**src/rtl/pi_if.sv**
```systemverilog
// pi_if: PI stage bus; error sample, gains and integrator controls in; clamped output and status out.
interface pi_if #(
    parameter int IW = 14,
    parameter int GW = 12,
    parameter int OW = 15
);
    logic                 in_valid;
    logic signed [IW-1:0] error;
    logic signed [GW-1:0] kp;
    logic signed [GW-1:0] ki;
    logic                 hold;
    logic                 irst;
    logic signed [OW-1:0] out;
    logic                 out_valid;
    logic                 int_sat;
    modport master (output in_valid, error, kp, ki, hold, irst, input out, out_valid, int_sat);
    modport slave  (input in_valid, error, kp, ki, hold, irst, output out, out_valid, int_sat);
endinterface

```
**src/rtl/pi_integrator.sv**
```systemverilog
// pi_integrator: 3-stage PI controller with anti-windup clamped integrator and clamped OW-bit output.
// Define PI_ROUND_EN to round both right shifts half-up instead of truncating.
module pi_integrator #(
    parameter int IW  = 14,
    parameter int GW  = 12,
    parameter int KSH = 10,
    parameter int ISH = 16,
    parameter int OW  = 15,
    parameter int AW  = 32
) (
    input logic clk,
    input logic rst,
    pi_if.slave bus
);
    localparam int PW = IW + GW;
    localparam int SW = OW + 2;
    localparam logic signed [AW:0] ACC_MAX = {{(AW-OW-ISH+2){1'b0}}, {(OW-1+ISH){1'b1}}};
    localparam logic signed [AW:0] ACC_MIN = ~ACC_MAX;
    localparam logic signed [SW-1:0] OUT_MAX = {3'b000, {(OW-1){1'b1}}};
    localparam logic signed [SW-1:0] OUT_MIN = ~OUT_MAX;
    logic                 v1, v2;
    logic signed [PW-1:0] p, inc, pt, pt_n;
    logic signed [AW-1:0] acc;
    logic signed [AW:0]   nxt, acc_n, ai;
    logic signed [SW-1:0] sum;
    logic                 sat;
    always_comb begin
        nxt   = (AW+1)'(acc) + (AW+1)'(inc);
        sat   = nxt > ACC_MAX || nxt < ACC_MIN;
        acc_n = nxt > ACC_MAX ? ACC_MAX : nxt < ACC_MIN ? ACC_MIN : nxt;
`ifdef PI_ROUND_EN
        pt_n  = PW'(((PW+1)'(p) + (PW+1)'(1 <<< (KSH-1))) >>> KSH);
        ai    = ((AW+1)'(acc) + (AW+1)'(1 <<< (ISH-1))) >>> ISH;
`else
        pt_n  = p >>> KSH;
        ai    = (AW+1)'(acc) >>> ISH;
`endif
        sum   = SW'(pt) + SW'(ai);
    end
    always_ff @(posedge clk) begin
        if (rst) begin
            v1            <= 1'b0;
            v2            <= 1'b0;
            p             <= '0;
            inc           <= '0;
            pt            <= '0;
            acc           <= '0;
            bus.int_sat   <= 1'b0;
            bus.out       <= '0;
            bus.out_valid <= 1'b0;
        end else begin
            v1 <= bus.in_valid;
            if (bus.in_valid) begin
                p   <= PW'(bus.error) * PW'(bus.kp);
                inc <= PW'(bus.error) * PW'(bus.ki);
            end
            v2 <= v1;
            if (v1) pt <= pt_n;
            // irst clears regardless of a pending update; hold only freezes the integrator
            if (bus.irst) begin
                acc         <= '0;
                bus.int_sat <= 1'b0;
            end else if (v1 && !bus.hold) begin
                acc         <= AW'(acc_n);
                bus.int_sat <= sat;
            end
            bus.out_valid <= v2;
            if (v2) bus.out <= OW'(sum > OUT_MAX ? OUT_MAX : sum < OUT_MIN ? OUT_MIN : sum);
        end
    end
endmodule
```
**src/flat_wrapper.sv**
```systemverilog
// flat-port wrapper written by rule: the top's interface ports become plain ports
module pi_integrator_flat 
#(
    parameter int IW  = 14,
    parameter int GW  = 12,
    parameter int KSH = 10,
    parameter int ISH = 16,
    parameter int OW  = 15,
    parameter int AW  = 32
)
  (clk, rst, bus_in_valid, bus_error, bus_kp, bus_ki, bus_hold, bus_irst, bus_out, bus_out_valid, bus_int_sat);
  pi_if #(.IW(IW), .GW(GW), .OW(OW)) bus_i ();
  input logic clk;
  input logic rst;
  input wire logic [$bits(bus_i.in_valid)-1:0] bus_in_valid;
  input wire logic [$bits(bus_i.error)-1:0] bus_error;
  input wire logic [$bits(bus_i.kp)-1:0] bus_kp;
  input wire logic [$bits(bus_i.ki)-1:0] bus_ki;
  input wire logic [$bits(bus_i.hold)-1:0] bus_hold;
  input wire logic [$bits(bus_i.irst)-1:0] bus_irst;
  output wire logic [$bits(bus_i.out)-1:0] bus_out;
  output wire logic [$bits(bus_i.out_valid)-1:0] bus_out_valid;
  output wire logic [$bits(bus_i.int_sat)-1:0] bus_int_sat;
  assign bus_i.in_valid = bus_in_valid;
  assign bus_i.error = bus_error;
  assign bus_i.kp = bus_kp;
  assign bus_i.ki = bus_ki;
  assign bus_i.hold = bus_hold;
  assign bus_i.irst = bus_irst;
  assign bus_out = bus_i.out;
  assign bus_out_valid = bus_i.out_valid;
  assign bus_int_sat = bus_i.int_sat;
  pi_integrator #(.IW(IW), .GW(GW), .KSH(KSH), .ISH(ISH), .OW(OW), .AW(AW)) u_core (.clk(clk), .rst(rst), .bus(bus_i));
endmodule
```
**config.mk**
```make
export PLATFORM = sky130hd
export DESIGN_NAME = pi_integrator_flat
export DESIGN_NICKNAME = d
export VERILOG_FILES = /design/src/rtl/pi_if.sv /design/src/rtl/pi_integrator.sv /design/src/flat_wrapper.sv
export SDC_FILE = /design/constraint.sdc
export NUM_CORES = 1
export LEC_CHECK = 0
export BUFFER_PORTS_ARGS = -buffer_cell sky130_fd_sc_hd__buf_2
export CAP_MARGIN = 20
export CORE_MARGIN = 2
export CORE_UTILIZATION = 30
export CTS_BUF_LIST = sky130_fd_sc_hd__clkbuf_8
export DETAILED_ROUTE_END_ITERATION = 12
export MAX_ROUTING_LAYER = met4
export SLEW_MARGIN = 20
export SYNTH_ARGS = -nofsm -noshare
export SYNTH_HDL_FRONTEND = slang
export SYNTH_SLANG_ARGS = --single-unit
```
**constraint.sdc**
```tcl
create_clock -name clk -period 19.4 [get_ports clk]
set_input_delay 3.88 -clock clk [delete_from_list [all_inputs] [get_ports clk]]
set_output_delay 3.88 -clock clk [all_outputs]
set_load 0.05 [all_outputs]
```
== After elaboration in Yosys (flattened, before gate mapping) ==
Cells that the tools add are included.

* Register bits: 119
* Output and inout bits: 17
* Input port bits: 43
* Logic and storage cells: 25

* Mux-type cells: 4
* $mul: 2
* $lt $le $gt $ge: 4
* Add/sub/neg operators: 2
* Reduce and logical (&&, ||, !) cells: 4

{| class="wikitable"
|+ Operators by type and width
! operator !! number
|-
| $mux 32 || 2
|-
| $mul 14x12->26 || 2
|-
| $add 32x26->33 || 1
|-
| $gt 33x31->1 const B || 1
|-
| $lt 33x31->1 const B || 1
|-
| $mux 15 || 2
|-
| $add 16x16->17 || 1
|-
| $gt 17x15->1 const B || 1
|-
| $lt 17x15->1 const B || 1
|-
| $reduce_or 2->1 || 1
|-
| $logic_and 1x1->1 || 1
|-
| $logic_not 1->1 || 1
|-
| $logic_or 1x1->1 || 1
|}

== Depth between registers and ports, before layout ==
Gate-level depths: netlist (run 1).

* Depth after elaboration: 4
* Mapped depth: 23
* Depth with buffers taken out: 22

== Worst setup path after synthesis (run 1) ==
OpenSTA, ideal clock, no wires.

* Path kind: in2reg
* Start point: in bus_kp[1]
* End point: reg u_core.p[23]
* Stages on the path: 22
* Path slack: 10.408 ns
* Data arrival time: 8.860 ns
* Path buffers: 1
* Data required time: 19.268 ns
* Cell sequence: clkbuf_1 -> and2_1 -> fa_1 -> inv_1 -> fa_1 -> fa_1 -> inv_1 -> fa_1 -> inv_1 -> fa_1 -> inv_1 -> ha_1 -> a21o_1 -> a21o_1 -> a21oi_1 -> o21ai_1 -> a221oi_2 -> o21ai_1 -> o21a_1 -> or3_1 -> nand3_1 -> a21oi_1

* Word-level cells in the longest chain between the ends: 1

{| class="wikitable"
|+ Ends and longest elaborated chain
! element !! line !! source
|-
| start: declaration || flat_wrapper.sv:17 || <nowiki>input wire logic [$bits(bus_i.kp)-1:0] bus_kp;</nowiki>
|-
| $mul 14x12->26 || pi_integrator.sv:54 || <nowiki>p <= PW'(bus.error) * PW'(bus.kp);</nowiki>
|-
| end signal: assignment || pi_integrator.sv:54 ||
|-
| end: declaration || pi_integrator.sv:22 || <nowiki>logic signed [PW-1:0] p, inc, pt, pt_n;</nowiki>
|}

No other way between the ends.
A chain may end at the register's enable or synchronous reset.

== Final worst setup path (run 1) ==
* Start point: in bus_error[7]
* End point: reg u_core.inc[25]

* Word-level cells in the longest chain between the ends: 1

{| class="wikitable"
|+ Ends and longest elaborated chain
! element !! line !! source
|-
| start: declaration || flat_wrapper.sv:16 || <nowiki>input wire logic [$bits(bus_i.error)-1:0] bus_error;</nowiki>
|-
| $mul 14x12->26 || pi_integrator.sv:55 || <nowiki>inc <= PW'(bus.error) * PW'(bus.ki);</nowiki>
|-
| end signal: assignment || pi_integrator.sv:55 ||
|-
| end: declaration || pi_integrator.sv:22 ||
|}

No other way between the ends.

==> results of run 1 <==
[how the worst min path moves through the flow]
stage / from / end / slack (ns) / cells past startpoint
after floorplan: u_core.p[25] / u_core.p[25] / 0.42 / 2
after global placement: u_core.p[25] / u_core.p[25] / 0.46 / 2
after detailed placement: u_core.p[25] / u_core.p[25] / 0.47 / 2
after CTS: u_core.inc[0] / u_core.inc[0] / 0.49 / 2
after global routing: u_core.inc[0] / u_core.inc[0] / 0.52 / 2
final: u_core.p[25] / u_core.p[25] / 0.48 / 2
[cell families after synthesis]
logic type	after synthesis	share of synthesized area [%]
adders and majority gates	471	44.8
muxes	46	2.50
AOI/OAI and AO/OA	297	11.3
DFF	109	11.8
and+or+nand+nor	596	14.9
buffers and inverters	514	10.8
xor gates and xnor gates	81	3.85
[stage by stage]
| step | total power, mW | instances | cell area, sq um | worst slack (ns) | hold slack, ns |
|---|---|---|---|---|---|
| floorplan | 2.25 | 2114 | 18500 | 10.41 | 0.425 |
| CTS | 2.96 | 2891 | 19600 | 10.18 | 0.489 |
| global route | 3.30 | 2891 | 19600 | 9.78 | 0.522 |
| finish | 2.93 | 2891 | 19600 | 10.09 | 0.478 |
| global placement | 2.74 | 2875 | 19400 | 9.88 | 0.459 |
| detailed placement | 2.81 | 2875 | 19400 | 9.76 | 0.466 |
[routing by layer]
metal	track usage (%)	wire, um
met1	21.5	22400
met2	22.7	19700
met3	1.51	2180
met4	2.82	484
met5	-	0
[state kept, by name (all words and copies together) (netlist names)]
| signal | count |
|---|---|
| u_core.inc | 26 |
| u_core.acc | 32 |
| u_core.bus.out | 15 |
| u_core.bus.out_valid | 1 |
| u_core.pt | 16 |
| u_core.v2 | 1 |
| u_core.v1 | 1 |
| u_core.p | 16 |
| u_core.bus.int_sat | 1 |
[synth_stat cells (5+ instances only)]
master | number | area [sq um]
a211oi_1 | 10 | 75.1
a21o_1 | 26 | 195
a21oi_1 | 75 | 375
a21oi_2 | 26 | 228
a221o_1 | 15 | 150
a31oi_1 | 6 | 37.5
and2_1 | 100 | 626
and3_1 | 9 | 56.3
buf_1 | 6 | 22.5
buf_6 | 6 | 67.6
clkbuf_1 | 68 | 255
dfxtp_1 | 109 | 2180
fa_1 | 316 | 6330
ha_1 | 155 | 1940
inv_1 | 429 | 1610
mux2i_1 | 45 | 450
nand2_1 | 274 | 1030
nand2b_1 | 15 | 93.8
nand3_1 | 20 | 100
nand4_1 | 6 | 37.5
nor2_1 | 118 | 443
nor2b_1 | 9 | 56.3
nor3_1 | 26 | 130
o211ai_1 | 5 | 37.5
o21a_1 | 12 | 90.1
o21ai_0 | 60 | 300
o21bai_1 | 12 | 90.1
xnor2_1 | 60 | 526
xor2_1 | 21 | 184
[area by class of cell]
cell class	count	share of cell area (%)
inverters	429	8.23
repair buffers	64	1.70
clock inverters	7	0.307
well taps	782	5.00
clock buffers	9	0.633
flip-flops and latches	109	11.2
multi-input cells	1491	73.0
[power by group through the flow]
stage / Clock [mW] / Combinational [mW] / Sequential (mW)
after floorplan: 0 / 1.97 / 0.284
after global placement: 0 / 2.45 / 0.294
after detailed placement: 0 / 2.51 / 0.295
after CTS: 0.141 / 2.53 / 0.290
after global routing: 0.149 / 2.86 / 0.294
final: 0.135 / 2.50 / 0.289
[worst reg2reg max path, stage by stage (launching register included)]
cell and delay, ns:
dfxtp_1 0.47, ha_1 0.34, a21o_1 0.22, and3_1 0.18, o41ai_1 0.47, and4_1 0.36, o32ai_2 0.13, o21ai_1 0.15
nand2_1 0.08, xor2_1 0.17, o22ai_4 0.50, buf_4 0.41, a21oi_1 0.11
==> summary.md, run 1 <==
| Metric | Value |
|---|---|
| Final core occ | between 30% and 40% |
| Worst reg2reg setup slack | between 15 and 20 ns |
| Slowest cell on the critical path | fa_1 |
| WL/cell | around 16 um |
| Final period util | about 48% |
| Die Ht | approximately 250 um |
| Status | completed |
| Port Buffer Count | between 50 and 60 |
| Warning count from the yosys run | 0 |
| Num ports | 60 |
| RR Startpoint | u_core.acc[16] |
| Switching power | approximately 1.5 mW |
| FILL cells | ~6300 |
| Crit Path Max Fanout | 24 |
| Initial DRC count | slightly above 800 |
| Required @ worst endpoint | ~20 ns |
| Register area | approximately 2200 sq um |
| N_diodes | 0 |
| Critical Path Max Stage Delay | 0.59 ns |
| Hold Vio Cnt, Final | 0 |
| Sink Count | 109 |
| Reg power frac | around 9.9% |
| Pins Over Slew Limit | 0 |
| Final TNS setup | 0 ns |
| Commonest non-fill, non-tap cell in the layout | inv_1 |
| DPL Wire Length | 36300 um |
| Die Span X | approximately 250 um |
| FP Rows | 90 |
| Vias | 13700 |
| Cts repair resizes | 0 |
| Largest net degree at the start of global routing | 64 |
| Combinational share of power | about 86% |
| Die ar. | approximately 64000 sq um |
| Setup CP Type | in2reg |
| CP top delay family | adder cells |
| Fmax | roughly 110 MHz |
| EDFF count, synth | 0 |
| Maximum clock insertion buffer count | 2 |
| Hold-fix buffer count after cts | 0 |
| Switching Fraction | a little over half |
| Vias in the first global route | about 14000 |
| Worst flop-to-flop path endpoint | u_core.bus.int_sat |
| Tightest Pin Transition | 1.03 ns |
| Cell Pwr Density | between 100 and 150 nW/um^2 |
| Crit path capture | u_core.inc[25] |
| # DRC | 0 |
| #FFs+latches synth | 109 |
| Startpoint Class | input port |
| Share of post-route cells with drive strength above 1 | approximately 6.4% |
| Crit path time final | slightly above 9 ns |
| H-Tree Depth | 3 |
| Post-synthesis sequential area ratio | 11.8% |
| CTS Buf Count | 9 |
| Worst-Skew Late Latency | around 0.39 ns |
| Post-CTS Setup Inserts | 0 |
| Cell variety after synth | 81 |
| Initial Utilization | between 30 and 40% |
| Area Growth Syn to Fin | 6.03% |
| Clock Pin Slew Worst Setup and Hold Paths | 0.11 ns |
| Share of power burned in the clock network | 4.6% |
| Leakage | 9.63 nW |
| Cells after synthesis | 2114 |
| Area of the multi-input gates | ~14000 sq um |
| Antenna violations before repair | 0 |
| First-pass GRT wire length | approximately 75000 um |
| Clock root buffer | clkbuf_8 |
| HP Class | reg2reg |
| Worst slew margin | 31.0% |
| Final Skew | roughly 0.016 ns |
| 1st-pass router iterations | 5 |
| Syn avg cell area | a little under 9 sq um |
| Critical Path Sink Type | register |
| TritonCTS clock tree | built |
| Crit path from | bus_error[7] |
| CP arrival | between 9 and 10 ns |
| WL final | 44800 um |
| Netlist area before placement | around 18000 sq um |
| WP buf/inv | 4 |
| Worst path most repeated cell | fa_1 |
| Synth Net Count | between 2000 and 3000 |
| GRT overflow | 0 |
| Final setup fails | 0 |
| Maximum VDD drop | between 0.1 and 0.15 mV |
| CP cell instances | buf_2, nand2_1, fa_1, inv_1, fa_1, fa_1, fa_1, inv_1, fa_1, inv_1, ha_1, a21o_1, a21o_1, a21oi_1, o21ai_0, a2111oi_0, nor3_1, a31o_2, nand3_1, a211o_1, o311ai_0 |
| Reg2reg path depth | 12 |
| Share of synthesized flip-flops with an asynchronous set or reset | 0% |
| All-Layer GR Usage | 14.9% |
| Synth Flop Type | dfxtp_1 |
| Most frequent cells in the layout | inv_1 (430), fa_1 (316), nand2_1 (274), ha_1 (155), nor2_1 (118) |
| WP depth | 21 |
| Routed Antenna Nets | 0 |
| MaxCap Viol Count | 0 |
| Vias/cell | about 4.8 |
| Pint | 1.40 mW |
| Unrepaired setup endpoints after global routing | no |
| Nets | ~2600 |
| Final RePlAce weighted congestion | ~0.87 |
| Core area | 60600 sq um |
(Power assumes the default switching activity.)
==> run 2: changes to the inputs <==
clock period = 9.5 ns   (was 19.4 ns; I/O delays follow)
==> summary.md, run 2 (synthesis gave the netlist of run 1 again) <==
| Metric | Value |
|---|---|
| Critical Path Sink Type | register |
| Crit Path Max Fanout | 24 |
| DRT met1 WL | roughly 23000 um |
| Final Skew | between 0.015 and 0.02 ns |
| Worst reg2reg setup slack | about 5.8 ns |
| Final period util | roughly 77% |
| Maximum clock insertion buffer count | 2 |
| Initial DRC count | 763 |
| WL/cell | 15.5 um |
| Die Ht | ~250 um |
| Status | completed |
| Vias/cell | ~4.8 |
| CP arrival | 7.59 ns |
| DR top layer | met4 |
| First-pass GRT wire length | approximately 75000 um |
| Clock root buffer | clkbuf_8 |
| DR WL met2 | approximately 20000 um |
| Share of post-route cells with drive strength above 1 | under 10% |
| Port Buffer Count | 59 |
| HP Start | u_core.p[25] |
| TritonCTS clock tree | built |
| Num ports | 60 |
| Hold Vio Cnt, Final | 0 |
| Routed Antenna Nets | 0 |
| Cell Pwr Density | between 300 and 400 nW/um^2 |
| Cts repair resizes | 0 |
| Core area | 60600 sq um |
| RR Startpoint | u_core.acc[16] |
| Reg2reg path depth | 12 |
| Crit path time final | 7.34 ns |
| Unrepaired setup endpoints after global routing | no |
| Vias | ~14000 |
| WL final | 44800 um |
| GRT overflow | 0 |
| Final setup fails | 0 |
| Post-CTS Setup Inserts | 0 |
| Tightest Pin Transition | around 1.0 ns |
| Nets | around 2600 |
| All-Layer GR Usage | between 10% and 20% |
| Die Span X | approximately 250 um |
| Top reg by flops | u_core.acc |
| Final TNS setup | 0 ns |
| Final RePlAce weighted congestion | a little under 0.9 |
| Leakage | 9.62 nW |
| FILL cells | between 6000 and 7000 |
| Pins Over Slew Limit | 0 |
| Die ar. | ~64000 sq um |
| N_diodes | 0 |
| FP Rows | 90 |
| Final Worst Setup Slack | approximately 2.2 ns |
| Worst hold path endpoint | u_core.p[25] |
| Sink Count | 109 |
| Initial Utilization | between 30% and 40% |
| Vias in the first global route | 14300 |
| Setup CP Type | in2reg |
| Maximum VDD drop | about 0.24 mV |
| H-Tree Depth | 3 |
| Final total power | 5.99 mW |
| Antenna violations before repair | 0 |
| Worst slew margin | roughly 30% |
| Most frequent cells in the layout | inv_1 (430), fa_1 (316), nand2_1 (274), ha_1 (155), nor2_1 (118) |
| Hold-fix buffer count after cts | 0 |
| Largest regs | u_core.acc x32, u_core.inc x26 |
| CTS Buf Count | 9 |
| DPL Wire Length | 36300 um |
| Pre-CTS setup slack | 1.83 ns |
| MaxCap Viol Count | 0 |
| Max reg flops | 32 |
| Worst-Skew Late Latency | around 0.41 ns |
| DR WL met3 | 2050 um |
| Commonest non-fill, non-tap cell in the layout | inv_1 |
| Required @ worst endpoint | a little under 10 ns |
| Fmax | 136 MHz |
| 1st-pass router iterations | 6 |
| WHS Path Cells | 2 |
| # DRC | 0 |
| Worst flop-to-flop path endpoint | u_core.bus.int_sat |
| Clock Pin Slew Worst Setup and Hold Paths | 0.11 ns |
| Startpoint Class | input port |
| Largest net degree at the start of global routing | 64 |
| HP Class | reg2reg |
| Area Growth Syn to Fin | 6.00% |
-- run 2: layer usage --
layer / up-vias / global-route usage, %
li1: 6567 / -
met1: 6858 / 21.6
met2: 344 / 22.9
met3: 33 / 1.51
met4: 0 / 2.70
met5: - / -
-- run 2: cell type report --
cell class	count	area, sq um	share of cell area [%]
flip-flops and latches	109	2180	11.2
inverters	429	1610	8.23
well taps	782	978	5.00
multi-input cells	1491	14300	73.0
repair buffers	64	333	1.70
clock buffers	9	124	0.633
clock inverters	6	53.8	0.275
-- run 2: how the worst max path moves through the flow --
stage,from,end,cells after the start
detailed placement,bus_error[7],u_core.inc[25],21
global route,bus_error[13],u_core.inc[25],19
finish,bus_error[7],u_core.inc[25],21
CTS,bus_error[7],u_core.inc[25],21
global placement,bus_error[13],u_core.inc[25],19
floorplan,bus_kp[1],u_core.p[23],22
-- run 2: through the flow --
stage | instance area [sq um] | cells | hold WS, ns | util (%)
finish | 19600 | 2890 | 0.474 | 32.3
global route | 19600 | 2890 | 0.515 | 32.3
CTS | 19600 | 2890 | 0.483 | 32.3
detailed placement | 19400 | 2875 | 0.463 | 32.0
global placement | 19400 | 2875 | 0.459 | 32.0
floorplan | 18500 | 2114 | 0.425 | -
-- run 2: power breakdown --
part / internal (mW) / switching (mW)
logic: 2.23 / 2.90
registers: 0.538 / 0.0530
clock network: 0.0967 / 0.173
total: 2.87 / 3.12
-- run 2: worst max-delay path: stages --
cell and delay (ns):
buf_2 0.45, nand2_1 0.19, fa_1 0.59, inv_1 0.06, fa_1 0.57, fa_1 0.45, fa_1 0.49, inv_1 0.04
fa_1 0.51, inv_1 0.05, ha_1 0.34, a21o_1 0.21, a21o_1 0.17, a21oi_1 0.15, o21ai_0 0.16, a2111oi_0 0.42
nor3_1 0.18, a31o_2 0.30, nand3_1 0.11, a211o_1 0.13, o311ai_0 0.11
